$ cat src/rtl/ntt_cmd_dispatch_if.sv
// ---------------------------------------------------------------------------
// ntt_cmd_dispatch_if : host push bus and NTT core issue bus for the dispatcher
// Rev 1.0
// ---------------------------------------------------------------------------
`default_nettype none

interface ntt_cmd_dispatch_if;
  logic        host_valid;
  logic        host_ready;
  logic [7:0]  host_opcode;
  logic [3:0]  host_slot;
  logic [47:0] host_addr;

  logic        eng_cmd_valid;
  logic [7:0]  eng_cmd_opcode;
  logic [3:0]  eng_cmd_slot;
  logic [47:0] eng_cmd_dma_addr;
  logic        eng_ready;

  // Dispatcher side
  modport slave (
    input  host_valid, host_opcode, host_slot, host_addr, eng_ready,
    output host_ready, eng_cmd_valid, eng_cmd_opcode, eng_cmd_slot, eng_cmd_dma_addr
  );

  // Environment side (host plus core)
  modport master (
    output host_valid, host_opcode, host_slot, host_addr, eng_ready,
    input  host_ready, eng_cmd_valid, eng_cmd_opcode, eng_cmd_slot, eng_cmd_dma_addr
  );
endinterface

`default_nettype wire

$ cat src/rtl/ntt_cmd_dispatch.sv
// ---------------------------------------------------------------------------
// ntt_cmd_dispatch : command FIFO plus one-at-a-time issue FSM for one NTT core
// Rev 1.0
// ---------------------------------------------------------------------------
`default_nettype none

module ntt_cmd_dispatch #(
  parameter int DEPTH_LOG   = 3,
  parameter int TIMEOUT_CYC = 1048576,
  parameter int CORE_ID     = 0
) (
  input  logic                 clk,
  input  logic                 rst_n,
  ntt_cmd_dispatch_if.slave    bus,
  input  logic                 i_flush,
  output logic [DEPTH_LOG:0]   o_fifo_count,
  output logic                 o_idle,
  output logic [31:0]          o_issued_count,
  output logic                 o_timeout_err,
  output logic [1:0]           o_dbg_state
);

  localparam int                 c_DEPTH    = 1 << DEPTH_LOG;
  localparam logic [DEPTH_LOG:0] c_FULL     = (DEPTH_LOG + 1)'(c_DEPTH);
  localparam int                 c_WD_W     = $clog2(TIMEOUT_CYC + 1);
  localparam logic [c_WD_W-1:0]  c_WD_LIMIT = c_WD_W'(TIMEOUT_CYC - 1);

  typedef enum logic [1:0] {
    S_IDLE    = 2'd0,
    S_ISSUE   = 2'd1,
    S_WAIT_LO = 2'd2,
    S_WAIT_HI = 2'd3
  } state_t;

  state_t                 r_state;
  state_t                 w_state_nxt;
  logic [59:0]            r_mem [0:c_DEPTH-1];
  logic [DEPTH_LOG-1:0]   r_wr_ptr;
  logic [DEPTH_LOG-1:0]   r_rd_ptr;
  logic [DEPTH_LOG:0]     r_count;
  logic [c_WD_W-1:0]      r_wd_cnt;
  logic                   r_cmd_valid;
  logic [7:0]             r_cmd_opcode;
  logic [3:0]             r_cmd_slot;
  logic [47:0]            r_cmd_addr;
  logic [31:0]            r_issued;
  logic                   r_timeout_err;

  logic                   w_host_ready;
  logic                   w_push;
  logic                   w_pop;
  logic                   w_issue;
  logic                   w_wd_clr;
  logic                   w_wd_hit;
  logic                   w_timeout;
  logic [59:0]            w_head;
  logic [7:0]             w_head_op;

  // Ready looks only at the registered count, so a same-cycle pop never opens a full FIFO.
  assign w_host_ready = (r_count < c_FULL);
  assign w_push       = bus.host_valid && w_host_ready && !i_flush;
  assign w_head       = r_mem[r_rd_ptr];
  assign w_head_op    = w_head[59:52];
  assign w_wd_hit     = (r_wd_cnt == c_WD_LIMIT);

  always_ff @(posedge clk) begin
    if (w_push) begin
      r_mem[r_wr_ptr] <= {bus.host_opcode, bus.host_slot, bus.host_addr};
    end
  end

  always_ff @(posedge clk or negedge rst_n) begin
    if (!rst_n) begin
      r_wr_ptr <= '0;
      r_rd_ptr <= '0;
      r_count  <= '0;
    end else if (i_flush) begin
      r_rd_ptr <= r_wr_ptr;
      r_count  <= '0;
    end else begin
      if (w_push) begin
        r_wr_ptr <= r_wr_ptr + DEPTH_LOG'(1);
      end
      if (w_pop) begin
        r_rd_ptr <= r_rd_ptr + DEPTH_LOG'(1);
      end
      case ({w_push, w_pop})
        2'b10:   r_count <= r_count + (DEPTH_LOG + 1)'(1);
        2'b01:   r_count <= r_count - (DEPTH_LOG + 1)'(1);
        default: r_count <= r_count;
      endcase
    end
  end

  always_ff @(posedge clk or negedge rst_n) begin
    if (!rst_n) begin
      r_state <= S_IDLE;
    end else begin
      r_state <= w_state_nxt;
    end
  end

  // A real handshake edge from the core wins over a watchdog expiry in the same cycle.
  always_comb begin
    w_state_nxt = r_state;
    w_pop       = 1'b0;
    w_issue     = 1'b0;
    w_wd_clr    = 1'b0;
    w_timeout   = 1'b0;
    case (r_state)
      S_IDLE: begin
        if ((r_count != '0) && !i_flush) begin
          if (w_head_op == 8'h00) begin
            w_pop = 1'b1;
          end else if (bus.eng_ready) begin
            w_pop       = 1'b1;
            w_issue     = 1'b1;
            w_state_nxt = S_ISSUE;
          end
        end
      end
      S_ISSUE: begin
        w_wd_clr    = 1'b1;
        w_state_nxt = S_WAIT_LO;
      end
      S_WAIT_LO: begin
        if (!bus.eng_ready) begin
          w_wd_clr    = 1'b1;
          w_state_nxt = S_WAIT_HI;
        end else if (w_wd_hit) begin
          w_timeout   = 1'b1;
          w_state_nxt = S_IDLE;
        end
      end
      S_WAIT_HI: begin
        if (bus.eng_ready) begin
          w_state_nxt = S_IDLE;
        end else if (w_wd_hit) begin
          w_timeout   = 1'b1;
          w_state_nxt = S_IDLE;
        end
      end
      default: w_state_nxt = S_IDLE;
    endcase
  end

  always_ff @(posedge clk or negedge rst_n) begin
    if (!rst_n) begin
      r_wd_cnt <= '0;
    end else if (w_wd_clr) begin
      r_wd_cnt <= '0;
    end else if ((r_state == S_WAIT_LO) || (r_state == S_WAIT_HI)) begin
      r_wd_cnt <= r_wd_cnt + c_WD_W'(1);
    end
  end

  always_ff @(posedge clk or negedge rst_n) begin
    if (!rst_n) begin
      r_cmd_valid   <= 1'b0;
      r_cmd_opcode  <= '0;
      r_cmd_slot    <= '0;
      r_cmd_addr    <= '0;
      r_issued      <= '0;
      r_timeout_err <= 1'b0;
    end else begin
      r_cmd_valid <= w_issue;
      if (w_issue) begin
        r_cmd_opcode <= w_head[59:52];
        r_cmd_slot   <= w_head[51:48];
        r_cmd_addr   <= w_head[47:0];
        r_issued     <= r_issued + 32'd1;
      end
      if (w_timeout) begin
        r_timeout_err <= 1'b1;
      end
    end
  end

  assign bus.host_ready       = w_host_ready;
  assign bus.eng_cmd_valid    = r_cmd_valid;
  assign bus.eng_cmd_opcode   = r_cmd_opcode;
  assign bus.eng_cmd_slot     = r_cmd_slot;
  assign bus.eng_cmd_dma_addr = r_cmd_addr;

  assign o_fifo_count   = r_count;
  assign o_idle         = (r_count == '0) && (r_state == S_IDLE);
  assign o_issued_count = r_issued;
  assign o_timeout_err  = r_timeout_err;
  assign o_dbg_state    = r_state;

endmodule

`default_nettype wire

$ cat src/flat_wrapper.sv
// flat-port wrapper written by rule: the top's interface ports become plain ports
module ntt_cmd_dispatch_flat 
#(
  parameter int DEPTH_LOG   = 3,
  parameter int TIMEOUT_CYC = 1048576,
  parameter int CORE_ID     = 0
)
  (clk, rst_n, i_flush, o_fifo_count, o_idle, o_issued_count, o_timeout_err, o_dbg_state, bus_host_valid, bus_host_opcode, bus_host_slot, bus_host_addr, bus_eng_ready, bus_host_ready, bus_eng_cmd_valid, bus_eng_cmd_opcode, bus_eng_cmd_slot, bus_eng_cmd_dma_addr);
  ntt_cmd_dispatch_if bus_i ();
  input  logic clk;
  input  logic rst_n;
  input  logic i_flush;
  output logic [DEPTH_LOG:0] o_fifo_count;
  output logic o_idle;
  output logic [31:0] o_issued_count;
  output logic o_timeout_err;
  output logic [1:0] o_dbg_state;
  input wire logic [$bits(bus_i.host_valid)-1:0] bus_host_valid;
  input wire logic [$bits(bus_i.host_opcode)-1:0] bus_host_opcode;
  input wire logic [$bits(bus_i.host_slot)-1:0] bus_host_slot;
  input wire logic [$bits(bus_i.host_addr)-1:0] bus_host_addr;
  input wire logic [$bits(bus_i.eng_ready)-1:0] bus_eng_ready;
  output wire logic [$bits(bus_i.host_ready)-1:0] bus_host_ready;
  output wire logic [$bits(bus_i.eng_cmd_valid)-1:0] bus_eng_cmd_valid;
  output wire logic [$bits(bus_i.eng_cmd_opcode)-1:0] bus_eng_cmd_opcode;
  output wire logic [$bits(bus_i.eng_cmd_slot)-1:0] bus_eng_cmd_slot;
  output wire logic [$bits(bus_i.eng_cmd_dma_addr)-1:0] bus_eng_cmd_dma_addr;
  assign bus_i.host_valid = bus_host_valid;
  assign bus_i.host_opcode = bus_host_opcode;
  assign bus_i.host_slot = bus_host_slot;
  assign bus_i.host_addr = bus_host_addr;
  assign bus_i.eng_ready = bus_eng_ready;
  assign bus_host_ready = bus_i.host_ready;
  assign bus_eng_cmd_valid = bus_i.eng_cmd_valid;
  assign bus_eng_cmd_opcode = bus_i.eng_cmd_opcode;
  assign bus_eng_cmd_slot = bus_i.eng_cmd_slot;
  assign bus_eng_cmd_dma_addr = bus_i.eng_cmd_dma_addr;
  ntt_cmd_dispatch #(.DEPTH_LOG(DEPTH_LOG), .TIMEOUT_CYC(TIMEOUT_CYC), .CORE_ID(CORE_ID)) u_core (.clk(clk), .rst_n(rst_n), .bus(bus_i), .i_flush(i_flush), .o_fifo_count(o_fifo_count), .o_idle(o_idle), .o_issued_count(o_issued_count), .o_timeout_err(o_timeout_err), .o_dbg_state(o_dbg_state));
endmodule
$ cat config.mk
export PLATFORM = sky130hd
export DESIGN_NAME = ntt_cmd_dispatch_flat
export DESIGN_NICKNAME = d
export VERILOG_FILES = /design/src/rtl/ntt_cmd_dispatch_if.sv /design/src/rtl/ntt_cmd_dispatch.sv /design/src/flat_wrapper.sv
export SDC_FILE = /design/constraint.sdc
export NUM_CORES = 1
export LEC_CHECK = 0
export ABC_AREA = 1
export CORE_ASPECT_RATIO = 0.5
export CORE_UTILIZATION = 53
export CTS_CLUSTER_DIAMETER = 80
export DETAILED_ROUTE_END_ITERATION = 8
export PLACE_DENSITY = 0.8
export SKIP_CTS_REPAIR_TIMING = 1
export SLEW_MARGIN = 20
export SYNTH_ARGS = -nofsm -noshare
export SYNTH_HDL_FRONTEND = slang
export SYNTH_SLANG_ARGS = --single-unit
$ cat constraint.sdc
create_clock -name clk -period 8.6 [get_ports clk]
set_clock_uncertainty 0.2 [all_clocks]
set_input_delay 0.86 -clock clk [delete_from_list [all_inputs] [get_ports clk]]
set_output_delay 0.86 -clock clk [all_outputs]
set_load 0.02 [all_outputs]
# == After elaboration in Yosys (flattened, before gate mapping) ==
# Memories as Yosys holds them, arrays and structs flattened.
# Index checks and enable logic that the tools add are counted.
# totals
ff_bits,127
mem_bits_rw,480
inputBits,65
output_inout_bits,102
word_cells,72
n_memories,1
# op_classes
addsub,6
n_lt_le_gt_ge,1
n_eq_ne,9
mux,28
n_bitwise,1
reduce_logical,15
# mem_list
name,depth,word_bits,rd,rd_clocked_by_memory_dff,wr,line,source
u_core.r_mem,8,60,1,0,1,ntt_cmd_dispatch.sv:37,logic [59:0] r_mem [0:c_DEPTH-1];
# op_table
cell,count
21-bit two-way mux,2
"32-bit by 1-bit adder with 32-bit output, second input constant",1
"21-bit by 1-bit adder with 21-bit output, second input constant",1
"21-bit by 20-bit equality test with 1-bit output, second input constant",1
1-bit two-way mux,13
2-bit two-way mux,6
8-bit logical NOT,1
2-bit one-hot mux with 4 select lines,1
4-bit one-hot mux with 2 select lines,1
"3-bit by 1-bit adder with 3-bit output, second input constant",2
"2-bit equality test, second input constant",3
3-bit two-way mux,2
"4-bit by 1-bit adder with 4-bit output, second input constant",1
"2-bit by 1-bit equality test with 1-bit output, second input constant",2
1-bit logical AND,4
4-bit logical NOT,1
"4-bit < comparator, second input constant",1
4-bit two-way mux,1
"2-bit != test, second input constant",2
1-bit one-hot mux with 2 select lines,2
2-bit nonzero test,2
4-bit nonzero test,1
"4-bit by 1-bit subtractor with 4-bit output, second input constant",1
3-bit AND reduction,1
7 further kinds,7

# == Logic depth before layout (Yosys ltp) ==
# An unclocked memory read counts as a cell.
# depth
word_depth,8
mapped_depth,22
depth_no_buf,20

# == Worst setup path before layout ==
# No wires, ideal clock.
# synth_timing
path_kind,input-to-reg
startpoint,input port i_flush
endpoint,memory u_core.r_mem[0][0] (enable)
setup_time_ns,0.478
t_arrival_ns,4.156
t_required_ns,7.922
setup_slack_ns,3.766
cell_stages,5
n_path_buf,1
cell_sequence,buf_2 > nor2_1 > inv_1 > or2_2 > nor2_1
# synth_between
elab_chain_cells,4
# synth_lines
element,line,source
from (decl),flat_wrapper.sv:12,input logic i_flush;
1-bit logical NOT,ntt_cmd_dispatch.sv:61,assign w_push = bus.host_valid && w_host_ready && !i_flush;
1-bit logical AND,ntt_cmd_dispatch.sv:61,
1-bit two-way mux,ntt_cmd_dispatch.sv:67,if (w_push) begin
1-bit two-way mux (not written as such),ntt_cmd_dispatch.sv:68,"r_mem[r_wr_ptr] <= {bus.host_opcode, bus.host_slot, bus.host_addr};"
to (decl),ntt_cmd_dispatch.sv:37,
# Every way passes these cells.

# == Final worst setup path ==
# layout_timing
startpoint,register u_core.r_rd_ptr[1]
endpoint,register u_core.r_cmd_addr[12] (netlist: u_core.bus.eng_cmd_dma_addr[12])
# layout_between
elab_chain_cells,5
# layout_lines
element,line,source
from (decl),ntt_cmd_dispatch.sv:39,logic [DEPTH_LOG-1:0] r_rd_ptr;
from (signal assigned),ntt_cmd_dispatch.sv:78,r_rd_ptr <= r_wr_ptr;
from (signal assigned),ntt_cmd_dispatch.sv:85,r_rd_ptr <= r_rd_ptr + DEPTH_LOG'(1);
memory 8 x 60 bit (*),--,
8-bit logical NOT,ntt_cmd_dispatch.sv:113,if (w_head_op == 8'h00) begin
1-bit two-way mux,ntt_cmd_dispatch.sv:113,
1-bit two-way mux,ntt_cmd_dispatch.sv:112,if ((r_count != '0) && !i_flush) begin
1-bit two-way mux,ntt_cmd_dispatch.sv:110,case (r_state)
to (signal assigned),ntt_cmd_dispatch.sv:170,r_cmd_addr <= w_head[47:0];
to (decl),ntt_cmd_dispatch.sv:45,logic [47:0] r_cmd_addr;
# Mark *: on every way between the ends. The rest lies on a longest branch, timed or not.
# A chain may end at the register's enable or synchronous reset.

==> results.py <==
metrics = {
    "status": {
        "run_status": "finished clean",
    },
    "clocking": {
        "cts.sink_count": 607,
        "insertion_delay_ns": 0.61,
        "cts_buffer_depth": 3,
        "htree_levels": 2,
        "clk_pin_slew_ns": 0.07,
        "cts_tree": "yes",
        "cts-buffers-inserted": 52,
        "cts_root_buf": "clkbuf_16",
    },
    "setup_path": {
        "worstPathRequired_ns": 8.83,
        "startpoint": "u_core.r_rd_ptr[1]",
        "worstReg2RegStart": "u_core.r_rd_ptr[1]",
        "crit_type": "flip-flop to flip-flop",
        "rr_worst_depth": 10,
        "cpPeakStageDelay_ns": 0.89,
        "crit_arrival_ns": 4.69,
        "path_common_cell": "nand2_1",
        "startpoint_type": "flip-flop",
        "reg2reg_slack_ns": 4.14,
        "cp_cell_sequence": "clkinv_2 > nand2_1 > nand3_1 > nand2_1 > nand2_1 > nor2_1 > nand2_2 > nand3_4 > buf_4 > o21ai_0",
        "cpMaxStageDelayCell": "dfrtp_4",
        "rr_endpoint": "u_core.bus.eng_cmd_dma_addr[12]",
        "crit_fanout": 76,
        "endpoint": "u_core.bus.eng_cmd_dma_addr[12]",
        "critPathCaptureType": "flip-flop",
    },
    "timing": {
        "fin_crit_sh": 0.518,
        "fmax_ghz": 0.224,
        "setup_violations": 0,
        "setup_tns_ns": 0,
        "drv_slew": 0,
        "slew_headroom": 0.271,
        "rsz0062_at_grt": "no",
        "worst_slack_ns": 4.14,
        "layout_min_cycle_time_ns": 4.46,
        "worst_slew_pin_slew_ns": 1.09,
        "hold_viol_final": 0,
    },
    "global_routing": {
        "antenna_found_initial": 3,
        "busiest_layer": "met2",
        "grt_use_met3": 0.0312,
        "grt_use_total": 0.237,
        "grt_max_degree": 158,
        "met2_usage": 0.415,
        "first_global_vias": 15800,
        "use_met1": 0.311,
        "grt_pass1_wl_um": 86800,
        "grt-ovfl-total": 0,
    },
    "synthesis": {
        "ys_top_cells_by_count": "edfxtp_1, nand2_1, o21ai_0",
        "synth_largest_area_cell": "edfxtp_1",
        "synth_top_family_by_area": "simple AND/OR/NAND/NOR gates",
        "synth-async-reset-ratio": 0.209,
        "synthXorXnorAreaFrac": 0.0108,
        "synthSimpleGateAreaFrac": 0.116,
        "synth_area_leaders": "edfxtp_1, dfrtp_1, o21ai_0",
        "yosysUniqueCellTypes": 43,
        "netlist.area_leader.share": 0.594,
        "synth_cells": 1980,
        "yosys.cell_count.top_type": "edfxtp_1",
        "synth_edf_count": 480,
        "synth_compound_area_frac": 0.105,
        "ys_ff_latch": 607,
        "synthMuxAreaShare": 0,
        "synth_ff_type": "edfxtp_1",
        "synth_warnings": 0,
        "yosysSeqAreaShare": 0.725,
        "synth_adder_area_share": 0.00650,
        "syn_area_um2": 24300,
        "syn-num-nets": 2057,
        "synth_area_per_cell_um2": 12.3,
    },
    "finish": {
        "drive_above_1_share": 0.0590,
        "fillers": 3127,
        "fin_nets": 2185,
        "fin_cells": 2743,
        "syn_to_final_growth_pct": 16.1,
        "final_cell_area_um2": 28200,
    },
    "floorplan": {
        "fp.dieH_um": 153,
        "start_util": 0.547,
        "row_count": 54,
        "die_x_um": 305,
        "io_pins": 167,
        "fp.coreArea_um2": 44300,
        "dieArea_um2": 46700,
    },
    "pwr": {
        "vdd_drop_max_mv": 0.197,
        "p_per_area_nw_per_um2": 309,
        "p_leak_nw": 10.3,
    },
    "detailed_routing": {
        "wl_per_cell_um": 20.6,
        "drc": 0,
        "route.final.wire_length_um": 56400,
        "dr.pass1.iters": 6,
        "num_vias": 16100,
        "viasPerCell": 5.88,
        "ant_nets": 0,
        "first_iter_violations": 1599,
    },
    "placement": {
        "hpwl_um": 29400,
        "placed_area_um2": 26400,
        "dp_cells": 2642,
        "pre_cts_slack_ns": 4.22,
        "globalplace.congestion": 0.824,
        "io_buffers": 166,
    },
    "worst_hold_path": {
        "hold_class": "input port to async pin",
    },
    "run": {
        "cap_violations": 0,
    },
}
-- stage by stage --
stage / hold WS [ns] / power (W) / utilization
floorplan: 0.255 / 0.00536 / -
global placement: 0.266 / 0.00620 / 0.595
detailed placement: 0.272 / 0.00629 / 0.595
CTS: 0.113 / 0.00870 / 0.635
global route: 0.137 / 0.00908 / 0.635
finish: 0.0901 / 0.00869 / 0.635
-- final cells by class --
cell class / instances / area (µm²) / area share
Timing Repair Buffer: 183 / 1790 / 0.0637
Multi-Input combinational cell: 1156 / 5820 / 0.207
Clock buffer: 80 / 1560 / 0.0553
Antenna cell: 3 / 7.51 / 0.000267
Inverter: 108 / 412 / 0.0146
Clock inverter: 18 / 225 / 0.00800
Tap cell: 588 / 736 / 0.0261
Sequential cell: 607 / 17600 / 0.625
-- layout by cell type, fill, tap and decap left out, types with 16 or more instances in the layout --
master / netlist / routed
buf_4: 4 / 16
clkbuf_16: 0 / 53
clkdlybuf4s50_1: 0 / 165
dfrtp_1: 127 / 124
edfxtp_1: 480 / 480
inv_1: 106 / 104
nand2_1: 320 / 320
nand3_1: 57 / 57
nor2_1: 261 / 253
nor3_1: 23 / 23
o21ai_0: 282 / 282
o221ai_1: 105 / 105
xor2_1: 25 / 25
-- cell families after synthesis --
| kind of cell | count (synthesis) |
|---|---|
| xor gates and xnor gates | 30 |
| AOI/OAI and AO/OA | 423 |
| adders and majority gates | 12 |
| and+or+nand+nor | 691 |
| buffers and inverters | 217 |
| DFF | 607 |
-- worst min-delay path by stage --
| stage | to | slack (ns) | depth (start not counted) |
|---|---|---|---|
| global route | u_core.r_wd_cnt[6] | 0.14 | 1 |
| CTS | u_core.r_wd_cnt[6] | 0.11 | 1 |
| floorplan | u_core.r_wd_cnt[6] | 0.26 | 1 |
| global placement | u_core.bus.eng_cmd_slot[1] | 0.27 | 2 |
| finish | u_core.r_wd_cnt[6] | 0.09 | 1 |
| detailed placement | u_core.bus.eng_cmd_dma_addr[25] | 0.27 | 2 |
-- worst max-delay path: cells and delay by family, from the launching register on --
family | cells | cell delay, ns
and+or+nand+nor | 7 | 1.34
AOI/OAI and AO/OA | 1 | 0.25
buffers and inverters | 2 | 1.52
DFF | 1 | 0.89
-- flip-flops by register name, summed over array words and instances, names as in the netlist, 2 cells and up --
name,cells
u_core.o_fifo_count,4
u_core.bus.eng_cmd_dma_addr,48
u_core.r_mem,480
u_core.r_wd_cnt,21
u_core.bus.eng_cmd_slot,4
u_core.bus.eng_cmd_opcode,8
u_core.o_issued_count,32
u_core.r_rd_ptr,3
u_core.o_dbg_state,2
u_core.r_wr_ptr,3
-- power by group --
| group | internal, W | switching [W] |
|---|---|---|
| logic | 0.000825 | 0.00161 |
| registers | 0.00356 | 0.000282 |
| clock network | 0.00135 | 0.00106 |
| total | 0.00574 | 0.00295 |
-- layer usage --
metal / routed length [µm] / share of wire
met3: 3900 / 0.069
met5: 0 / 0
met2: 28800 / 0.51
met1: 22500 / 0.40
met4: 1240 / 0.022
Power figures use the tool's default switching activity.
